==> config.mk <==
export PLATFORM = sky130hd
export DESIGN_NAME = mem_wb_pipe_flat
export DESIGN_NICKNAME = d
export VERILOG_FILES = /design/src/rtl/mem_wb_if.sv /design/src/rtl/mem_wb_pipe.sv /design/src/flat_wrapper.sv
export SDC_FILE = /design/constraint.sdc
export NUM_CORES = 1
export LEC_CHECK = 0
export ABC_CLOCK_PERIOD_IN_PS = 6060
export BUFFER_PORTS_ARGS = -buffer_cell sky130_fd_sc_hd__buf_2
export CORE_AREA = 2 2 100 102
export DETAILED_ROUTE_END_ITERATION = 8
export DIE_AREA = 0 0 102 104
export HOLD_SLACK_MARGIN = 0.08
export MAX_ROUTING_LAYER = met4
export PLACE_DENSITY = 0.95
export SLEW_MARGIN = 20
export SYNTH_ARGS = -nofsm -noshare
export SYNTH_HDL_FRONTEND = slang
export SYNTH_SLANG_ARGS = --single-unit
==> constraint.sdc <==
create_clock -name clk -period 6.06 [get_ports clk]
set_input_delay 1.212 -clock clk [delete_from_list [all_inputs] [get_ports clk]]
set_output_delay 1.212 -clock clk [all_outputs]
set_load 0.01 [all_outputs]
==> src/rtl/mem_wb_if.sv <==
// MEM/WB boundary bundle: MEM-stage inputs, hazard controls and registered writeback outputs.
// The master drives the MEM side and controls; the slave (the pipe) drives the WB side.
interface mem_wb_if #(
  parameter int DATA_W     = 32,
  parameter int REG_ADDR_W = 5,
  parameter int CNT_W      = 32
);
  logic                  stall_i;
  logic                  flush_i;
  logic                  cnt_clr_i;
  logic                  valid_m;
  logic [DATA_W-1:0]     alu_res;
  logic [DATA_W-1:0]     mem_data;
  logic [REG_ADDR_W-1:0] writereg;
  logic                  RegWrite_m;
  logic                  MemtoReg_m;
  logic [DATA_W-1:0]     alu_r;
  logic [DATA_W-1:0]     memory;
  logic [REG_ADDR_W-1:0] dest;
  logic                  RegWrite_w;
  logic                  MemtoReg_w;
  logic                  valid_w;
  logic [DATA_W-1:0]     wb_data;
  logic                  wb_we;
  logic [CNT_W-1:0]      retired_cnt;

  modport master (
    output stall_i, flush_i, cnt_clr_i, valid_m, alu_res, mem_data, writereg, RegWrite_m, MemtoReg_m,
    input  alu_r, memory, dest, RegWrite_w, MemtoReg_w, valid_w, wb_data, wb_we, retired_cnt
  );

  modport slave (
    input  stall_i, flush_i, cnt_clr_i, valid_m, alu_res, mem_data, writereg, RegWrite_m, MemtoReg_m,
    output alu_r, memory, dest, RegWrite_w, MemtoReg_w, valid_w, wb_data, wb_we, retired_cnt
  );
endinterface

==> src/rtl/mem_wb_pipe.sv <==
// MEM/WB pipeline register chain (STAGES deep, 1..4) with stall/flush, writeback mux,
// gated register-file write enable and a retired-instruction counter.
module mem_wb_pipe #(
  parameter int DATA_W         = 32,
  parameter int REG_ADDR_W     = 5,
  parameter int STAGES         = 1,
  parameter int CNT_W          = 32,
  parameter int ZERO_REG_GUARD = 1
) (
  input  logic     clk,
  input  logic     rst_n,
  mem_wb_if.slave  bus
);
  localparam int LAST = STAGES - 1;

  logic [DATA_W-1:0]     stg_alu_r  [STAGES];
  logic [DATA_W-1:0]     stg_mem_r  [STAGES];
  logic [REG_ADDR_W-1:0] stg_dest_r [STAGES];
  logic                  stg_rw_r   [STAGES];
  logic                  stg_mtr_r  [STAGES];
  logic                  stg_vld_r  [STAGES];
  logic [CNT_W-1:0]      cnt_r;
  logic                  retire_s;
  logic                  dest_ok_s;

  // Stage chain: flush clears only control bits so data/dest stay observable; stall holds everything.
  always_ff @(posedge clk or negedge rst_n) begin
    if (!rst_n) begin
      for (int k = 0; k < STAGES; k++) begin
        stg_alu_r[k]  <= {DATA_W{1'b0}};
        stg_mem_r[k]  <= {DATA_W{1'b0}};
        stg_dest_r[k] <= {REG_ADDR_W{1'b0}};
        stg_rw_r[k]   <= 1'b0;
        stg_mtr_r[k]  <= 1'b0;
        stg_vld_r[k]  <= 1'b0;
      end
    end else if (bus.flush_i) begin
      for (int k = 0; k < STAGES; k++) begin
        stg_rw_r[k]  <= 1'b0;
        stg_mtr_r[k] <= 1'b0;
        stg_vld_r[k] <= 1'b0;
      end
    end else if (!bus.stall_i) begin
      stg_alu_r[0]  <= bus.alu_res;
      stg_mem_r[0]  <= bus.mem_data;
      stg_dest_r[0] <= bus.writereg;
      stg_rw_r[0]   <= bus.valid_m & bus.RegWrite_m;
      stg_mtr_r[0]  <= bus.valid_m & bus.MemtoReg_m;
      stg_vld_r[0]  <= bus.valid_m;
      for (int k = 1; k < STAGES; k++) begin
        stg_alu_r[k]  <= stg_alu_r[k-1];
        stg_mem_r[k]  <= stg_mem_r[k-1];
        stg_dest_r[k] <= stg_dest_r[k-1];
        stg_rw_r[k]   <= stg_rw_r[k-1];
        stg_mtr_r[k]  <= stg_mtr_r[k-1];
        stg_vld_r[k]  <= stg_vld_r[k-1];
      end
    end else begin
      stg_vld_r[0] <= stg_vld_r[0];
    end
  end

  assign retire_s = stg_vld_r[LAST] & ~bus.stall_i & ~bus.flush_i;

  // Retired-instruction counter; clear wins over a simultaneous retire.
  always_ff @(posedge clk or negedge rst_n) begin
    if (!rst_n) begin
      cnt_r <= {CNT_W{1'b0}};
    end else if (bus.cnt_clr_i) begin
      cnt_r <= {CNT_W{1'b0}};
    end else if (retire_s) begin
      cnt_r <= cnt_r + {{(CNT_W-1){1'b0}}, 1'b1};
    end else begin
      cnt_r <= cnt_r;
    end
  end

  // Writeback select and zero-register guard from the last stage.
  always_comb begin
    dest_ok_s = 1'b1;
    if (ZERO_REG_GUARD != 0) begin
      dest_ok_s = (stg_dest_r[LAST] != {REG_ADDR_W{1'b0}});
    end else begin
      dest_ok_s = 1'b1;
    end
  end

  assign bus.alu_r       = stg_alu_r[LAST];
  assign bus.memory      = stg_mem_r[LAST];
  assign bus.dest        = stg_dest_r[LAST];
  assign bus.RegWrite_w  = stg_rw_r[LAST];
  assign bus.MemtoReg_w  = stg_mtr_r[LAST];
  assign bus.valid_w     = stg_vld_r[LAST];
  assign bus.wb_data     = stg_mtr_r[LAST] ? stg_mem_r[LAST] : stg_alu_r[LAST];
  assign bus.wb_we       = stg_vld_r[LAST] & stg_rw_r[LAST] & dest_ok_s;
  assign bus.retired_cnt = cnt_r;
endmodule

==> src/flat_wrapper.sv <==
// flat-port wrapper written by rule: the top's interface ports become plain ports
module mem_wb_pipe_flat 
#(
  parameter int DATA_W         = 32,
  parameter int REG_ADDR_W     = 5,
  parameter int STAGES         = 1,
  parameter int CNT_W          = 32,
  parameter int ZERO_REG_GUARD = 1
)
  (clk, rst_n, bus_stall_i, bus_flush_i, bus_cnt_clr_i, bus_valid_m, bus_alu_res, bus_mem_data, bus_writereg, bus_RegWrite_m, bus_MemtoReg_m, bus_alu_r, bus_memory, bus_dest, bus_RegWrite_w, bus_MemtoReg_w, bus_valid_w, bus_wb_data, bus_wb_we, bus_retired_cnt);
  mem_wb_if #(.DATA_W(DATA_W), .REG_ADDR_W(REG_ADDR_W), .CNT_W(CNT_W)) bus_i ();
  input  logic clk;
  input  logic rst_n;
  input wire logic [$bits(bus_i.stall_i)-1:0] bus_stall_i;
  input wire logic [$bits(bus_i.flush_i)-1:0] bus_flush_i;
  input wire logic [$bits(bus_i.cnt_clr_i)-1:0] bus_cnt_clr_i;
  input wire logic [$bits(bus_i.valid_m)-1:0] bus_valid_m;
  input wire logic [$bits(bus_i.alu_res)-1:0] bus_alu_res;
  input wire logic [$bits(bus_i.mem_data)-1:0] bus_mem_data;
  input wire logic [$bits(bus_i.writereg)-1:0] bus_writereg;
  input wire logic [$bits(bus_i.RegWrite_m)-1:0] bus_RegWrite_m;
  input wire logic [$bits(bus_i.MemtoReg_m)-1:0] bus_MemtoReg_m;
  output wire logic [$bits(bus_i.alu_r)-1:0] bus_alu_r;
  output wire logic [$bits(bus_i.memory)-1:0] bus_memory;
  output wire logic [$bits(bus_i.dest)-1:0] bus_dest;
  output wire logic [$bits(bus_i.RegWrite_w)-1:0] bus_RegWrite_w;
  output wire logic [$bits(bus_i.MemtoReg_w)-1:0] bus_MemtoReg_w;
  output wire logic [$bits(bus_i.valid_w)-1:0] bus_valid_w;
  output wire logic [$bits(bus_i.wb_data)-1:0] bus_wb_data;
  output wire logic [$bits(bus_i.wb_we)-1:0] bus_wb_we;
  output wire logic [$bits(bus_i.retired_cnt)-1:0] bus_retired_cnt;
  assign bus_i.stall_i = bus_stall_i;
  assign bus_i.flush_i = bus_flush_i;
  assign bus_i.cnt_clr_i = bus_cnt_clr_i;
  assign bus_i.valid_m = bus_valid_m;
  assign bus_i.alu_res = bus_alu_res;
  assign bus_i.mem_data = bus_mem_data;
  assign bus_i.writereg = bus_writereg;
  assign bus_i.RegWrite_m = bus_RegWrite_m;
  assign bus_i.MemtoReg_m = bus_MemtoReg_m;
  assign bus_alu_r = bus_i.alu_r;
  assign bus_memory = bus_i.memory;
  assign bus_dest = bus_i.dest;
  assign bus_RegWrite_w = bus_i.RegWrite_w;
  assign bus_MemtoReg_w = bus_i.MemtoReg_w;
  assign bus_valid_w = bus_i.valid_w;
  assign bus_wb_data = bus_i.wb_data;
  assign bus_wb_we = bus_i.wb_we;
  assign bus_retired_cnt = bus_i.retired_cnt;
  mem_wb_pipe #(.DATA_W(DATA_W), .REG_ADDR_W(REG_ADDR_W), .STAGES(STAGES), .CNT_W(CNT_W), .ZERO_REG_GUARD(ZERO_REG_GUARD)) u_core (.clk(clk), .rst_n(rst_n), .bus(bus_i));
endmodule
=== Word level (Yosys, flattened, before mapping) ===
Index checks and enable logic that the tools add are counted.

* Add/sub/neg operators: 1
* Equal/unequal tests: 1
* Muxes and demuxes: 9
* Bitwise operators: 8
* Reductions and logical operators: 3

{| class="wikitable"
|+ Operator list
! cell !! count
|-
| $mux 32 || 3
|-
| $add 32x1->32 const B || 1
|-
| $and 1x1->1 || 6
|-
| $mux 1 || 6
|-
| $reduce_bool 5->1 || 1
|-
| $ne 2x1->1 const B || 1
|-
| $not 1->1 || 2
|-
| $reduce_and 2->1 || 1
|-
| $reduce_bool 2->1 || 1
|}

* Register bits: 104
* Input bits: 77
* Output and inout port bits: 137
* Logic and storage cells: 29

=== Logic depth before layout (Yosys ltp) ===
* Depth in word-level cells: 5
* Mapped depth: 8
* Gate-level depth less buffers: 5

=== Worst setup path after synthesis ===
No wires, ideal clock.

* Path kind: in2reg
* Start point: input port bus_stall_i
* End point: register u_core.cnt_r[31] (netlist: u_core.bus.retired_cnt[31])
* Setup time: 128 ps
* Arrival time: 2822 ps
* Required time: 5932 ps
* Setup slack: 3110 ps
* Stages: 6
* Buffers on the path: 2
* Cell sequence: buf_6 or3b_4 or4_1 buf_2 nor4_1 mux2_1

* Longest elaborated chain between the ends: 4

{| class="wikitable"
|+ RTL lines
! what !! RTL line !! RTL
|-
| from (decl) || flat_wrapper.sv:14 || <nowiki>input wire logic [$bits(bus_i.stall_i)-1:0] bus_stall_i;</nowiki>
|-
| $not 1->1 (no source line) || -- ||
|-
| $and 1x1->1 (2 in series) || mem_wb_pipe.sv:63 || <nowiki>assign retire_s = stg_vld_r[LAST] & ~bus.stall_i & ~bus.flush_i;</nowiki>
|-
| $reduce_bool 2->1 (no source line) || -- ||
|-
| to (signal assigned) || mem_wb_pipe.sv:68 || <nowiki>cnt_r <= {CNT_W{1'b0}};</nowiki>
|-
| to (signal assigned) || mem_wb_pipe.sv:70 || <nowiki>cnt_r <= {CNT_W{1'b0}};</nowiki>
|-
| to (signal assigned) || mem_wb_pipe.sv:72 || <nowiki>cnt_r <= cnt_r + {{(CNT_W-1){1'b0}}, 1'b1};</nowiki>
|-
| to (decl) || mem_wb_pipe.sv:22 || <nowiki>logic [CNT_W-1:0] cnt_r;</nowiki>
|}

No other way between the ends.
A chain may end at the register's enable or synchronous reset.

=== Final worst setup path ===
* Start point: input port bus_stall_i
* End point: register u_core.cnt_r[22] (netlist: u_core.bus.retired_cnt[22])

Same word-level chain as after synthesis.

==> flow_metrics.env <==
export IMPL_power_switching_w=0.0004605
export IMPL_ctsRootBufferMaster="clkbuf_8"
export IMPL_io_buffers=213
export IMPL_gp_congestion=0.8570
export IMPL_overflow=0
export IMPL_crit_end="u_core.bus.retired_cnt[22]"
export IMPL_syn_num_nets=462
export IMPL_crit_start="bus_stall_i"
export IMPL_period_share_pct=49.17
export IMPL_wl_per_cell_microns=17.45
export IMPL_hpwl_microns=9571
export IMPL_ys_warn_count=0
export IMPL_crit_cells=5
export IMPL_clock_latency_ps=360
export IMPL_crit_fanout=20
export IMPL_synth_flop_cell="dfrtp_1"
export IMPL_p_int_w=0.001139
export IMPL_fp_coreArea_sq_um=9549
export IMPL_tightest_slew_ps=767.9
export IMPL_die_area_sq_um=10610
export IMPL_postSynthAreaPerCell_sq_um=12.45
export IMPL_ys_top_cells_by_area="dfrtp_1 (54%), mux2_2 (25%), a21oi_1 (2.1%)"
export IMPL_skew_ps=9.358
export IMPL_cp_required_ps=6350
export IMPL_rsz0062_at_grt="no"
export IMPL_clock_fmax_mhz=335.6
export IMPL_fin_area_sq_um=6153
export IMPL_start_util_pct=50.05
export IMPL_path_clk_slew_ps=100
export IMPL_route_detailed_drc=0
export IMPL_synth_async_reset_ratio_pct=100.0
export IMPL_dpl_cell_count=711
export IMPL_seqPwrFrac_pct=51.2
export IMPL_seq_area_sq_um=2603
export IMPL_rr_worst_depth=5
export IMPL_die_y_microns=104
export IMPL_design_portCount=214
export IMPL_p_leak_nw=2.882
export IMPL_hold_class="flop to flop"
export IMPL_cts_resized=0
export IMPL_worst_r2r_endpoint="u_core.bus.retired_cnt[22]"
export IMPL_p_per_area_nw_per_um2=260.0
export IMPL_status="finished, final reports clean"
export IMPL_ant_nets=0
export IMPL_cts_setup_buffers=0
export IMPL_setup_tns_ps=0
export IMPL_syn_instance_count=384
export IMPL_crit_family="simple AND/OR/NAND/NOR gates"
export IMPL_r2r_start="u_core.bus.retired_cnt[0]"
export IMPL_routed_wl_microns=12690
export IMPL_synth_common_cells="mux2_2 (105), dfrtp_1 (104), a21oi_1 (20)"
export IMPL_fillers=753
export IMPL_grt_first_pass_wirelength_microns=20110
export IMPL_comb_power_share_pct=21.5
export IMPL_synth_top_area_share_pct=54.45
export IMPL_synth_seq_cells=104
export IMPL_setup_viol_count_final=0
export IMPL_crit_buf_inv=1
export IMPL_areaGrowthSynthToFinish_pct=28.74
export IMPL_diodes=0
export IMPL_multi_input_area_sq_um=2069
export IMPL_clkSinkCount=104
export IMPL_cts_hold_buf=0
export IMPL_start_kind="primary input"
export IMPL_cpMostUsedCell="or4_1"
export IMPL_cts_buffers=9
export IMPL_antenna_found_initial=0
export IMPL_synth_edf_count=0
export IMPL_cts_tree="yes"
export IMPL_drv_slew=0
export IMPL_cap_violations=0
export IMPL_cts_htree_levels=3
export IMPL_drtIter0Drc=92
export IMPL_synth_cell_type_count=32
export IMPL_fin_crit_ps=2979
export IMPL_rows=36
export IMPL_viasPerCell=5.436
export IMPL_cpPeakStageDelay_ps=820
export IMPL_reg2reg_setup_slack_ps=3520
export IMPL_post_dp_cell_area_sq_um=5952
export IMPL_finalHoldViolCount=0
export IMPL_layout_drive_gt1_share_pct=56.90
export IMPL_peakVddDrop_mv=0.1562
export IMPL_worst_ep_arrival_time_ps=3270
export IMPL_nets=667
export IMPL_p_clk_share_pct=27.3
export IMPL_relSlewSlack_pct=48.81
export IMPL_yosys_area_top_type="dfrtp_1"
export IMPL_grt_total_usage_pct=24.88
export IMPL_cp_slowest_cell="or4_1"
export IMPL_grt_max_degree=88
export IMPL_stdcell_count=727
export IMPL_crit_chain="buf_2 > nand4bb_1 > or4_1 > or4_1 > a21oi_1"
export IMPL_drt_pass1_iter_count=4
export IMPL_syn_area_sq_um=4780
export IMPL_grt_pass1_vias=4016
export IMPL_critPathKind="primary input to flop"
export IMPL_cts_buffer_depth=2
export IMPL_critPathCaptureType="flop"
export IMPL_vias=3952
export IMPL_die_w_microns=102
export IMPL_p_sw_share_pct=28.79
export IMPL_ys_seq_area_share_pct=54.45
export IMPL_yosysMostFrequentCell="mux2_2"
==> through the flow <==
| step | hold WS [ps] | setup WS, ps | total power (W) | util (%) |
|---|---|---|---|---|
| detailed placement | 510.8 | 2719 | 0.001178 | 62.33 |
| CTS | 536.1 | 3112 | 0.001610 | 64.40 |
| finish | 537.5 | 3081 | 0.001600 | 64.44 |
| global placement | 505.5 | 2781 | 0.001158 | 62.33 |
| floorplan | 564.0 | 3110 | 0.0009944 | - |
| global route | 559.7 | 2962 | 0.001669 | 64.44 |
==> worst min path at each step <==
stage                                     start               endpoint  slack, ps  cells past startpoint
final                       u_core.bus.alu_r[4]    u_core.bus.alu_r[4]        540                      1
after global routing      u_core.bus.memory[21]  u_core.bus.memory[21]        560                      1
after CTS                  u_core.bus.memory[6]   u_core.bus.memory[6]        540                      1
after detailed placement     u_core.bus.dest[1]     u_core.bus.dest[1]        510                      1
after global placement     u_core.bus.memory[8]   u_core.bus.memory[8]        510                      1
after floorplan              u_core.bus.dest[3]     u_core.bus.dest[3]        560                      1
==> cell families after synthesis <==
logic type,synth area share [%]
fa+ha+maj,0.2617
mux,24.97
flops,54.45
compound gates,5.236
simple gates,11.20
buf+inv,2.408
xor+xnor,1.466
==> placed cells by master (no fill, tap or decap), types with 8 or more instances in the layout <==
| master | netlist | layout |
|---|---|---|
| or4_1 | 11 | 11 |
| nand4_1 | 8 | 8 |
| nor2_1 | 17 | 16 |
| clkbuf_8 | 0 | 10 |
| o31ai_1 | 9 | 9 |
| mux2_2 | 105 | 105 |
| buf_2 | 2 | 212 |
| dfrtp_1 | 104 | 104 |
| or3_1 | 10 | 10 |
| nand3_1 | 9 | 9 |
| a21oi_1 | 20 | 20 |
| o21ai_0 | 10 | 10 |
| nand2_1 | 13 | 13 |
==> power by group through the flow <==
stage	registers [W]	logic, W	clock network, W
6_report	0.000820	0.000344	0.000436
4_1_cts	0.000820	0.000347	0.000443
5_1_grt	0.000829	0.000367	0.000473
2_1_floorplan	0.000853	0.000141	0
3_5_place_dp	0.000833	0.000346	0
3_3_place_gp	0.000825	0.000333	0
==> registers in the layout, indices dropped and copies added, names as in the netlist <==
signal and cells:
u_core.bus.memory 32, u_core.bus.dest 5, u_core.bus.alu_r 32, u_core.bus.valid_w 1
u_core.bus.RegWrite_w 1, u_core.bus.retired_cnt 32, u_core.bus.MemtoReg_w 1
==> cell type report <==
| cell class | instances | share of cell area [%] |
|---|---|---|
| Sequential cell | 104 | 42.29 |
| Multi-Input combinational cell | 252 | 33.63 |
| Timing Repair Buffer | 216 | 17.79 |
| Tap cell | 133 | 2.704 |
| Clock buffer | 11 | 2.298 |
| Clock inverter | 5 | 0.9150 |
| Inverter | 6 | 0.3660 |
==> worst register-to-register path, stage by stage (launching register included) <==
cell and delay [ps]:
dfrtp_1 480, ha_1 190, nand4bb_1 270, or4_1 820, or4_1 570, a21oi_1 150
==> per-layer routing <==
| metal | part of all wire [%] | vias up | track usage, % |
|---|---|---|---|
| li1 | - | 1823 | - |
| met1 | 39 | 1923 | 29.84 |
| met2 | 52 | 182 | 41.35 |
| met3 | 6.2 | 24 | 4.368 |
| met4 | 2.3 | 0 | 9.905 |
| met5 | 0 | - | - |
(Power assumes the default switching activity.)
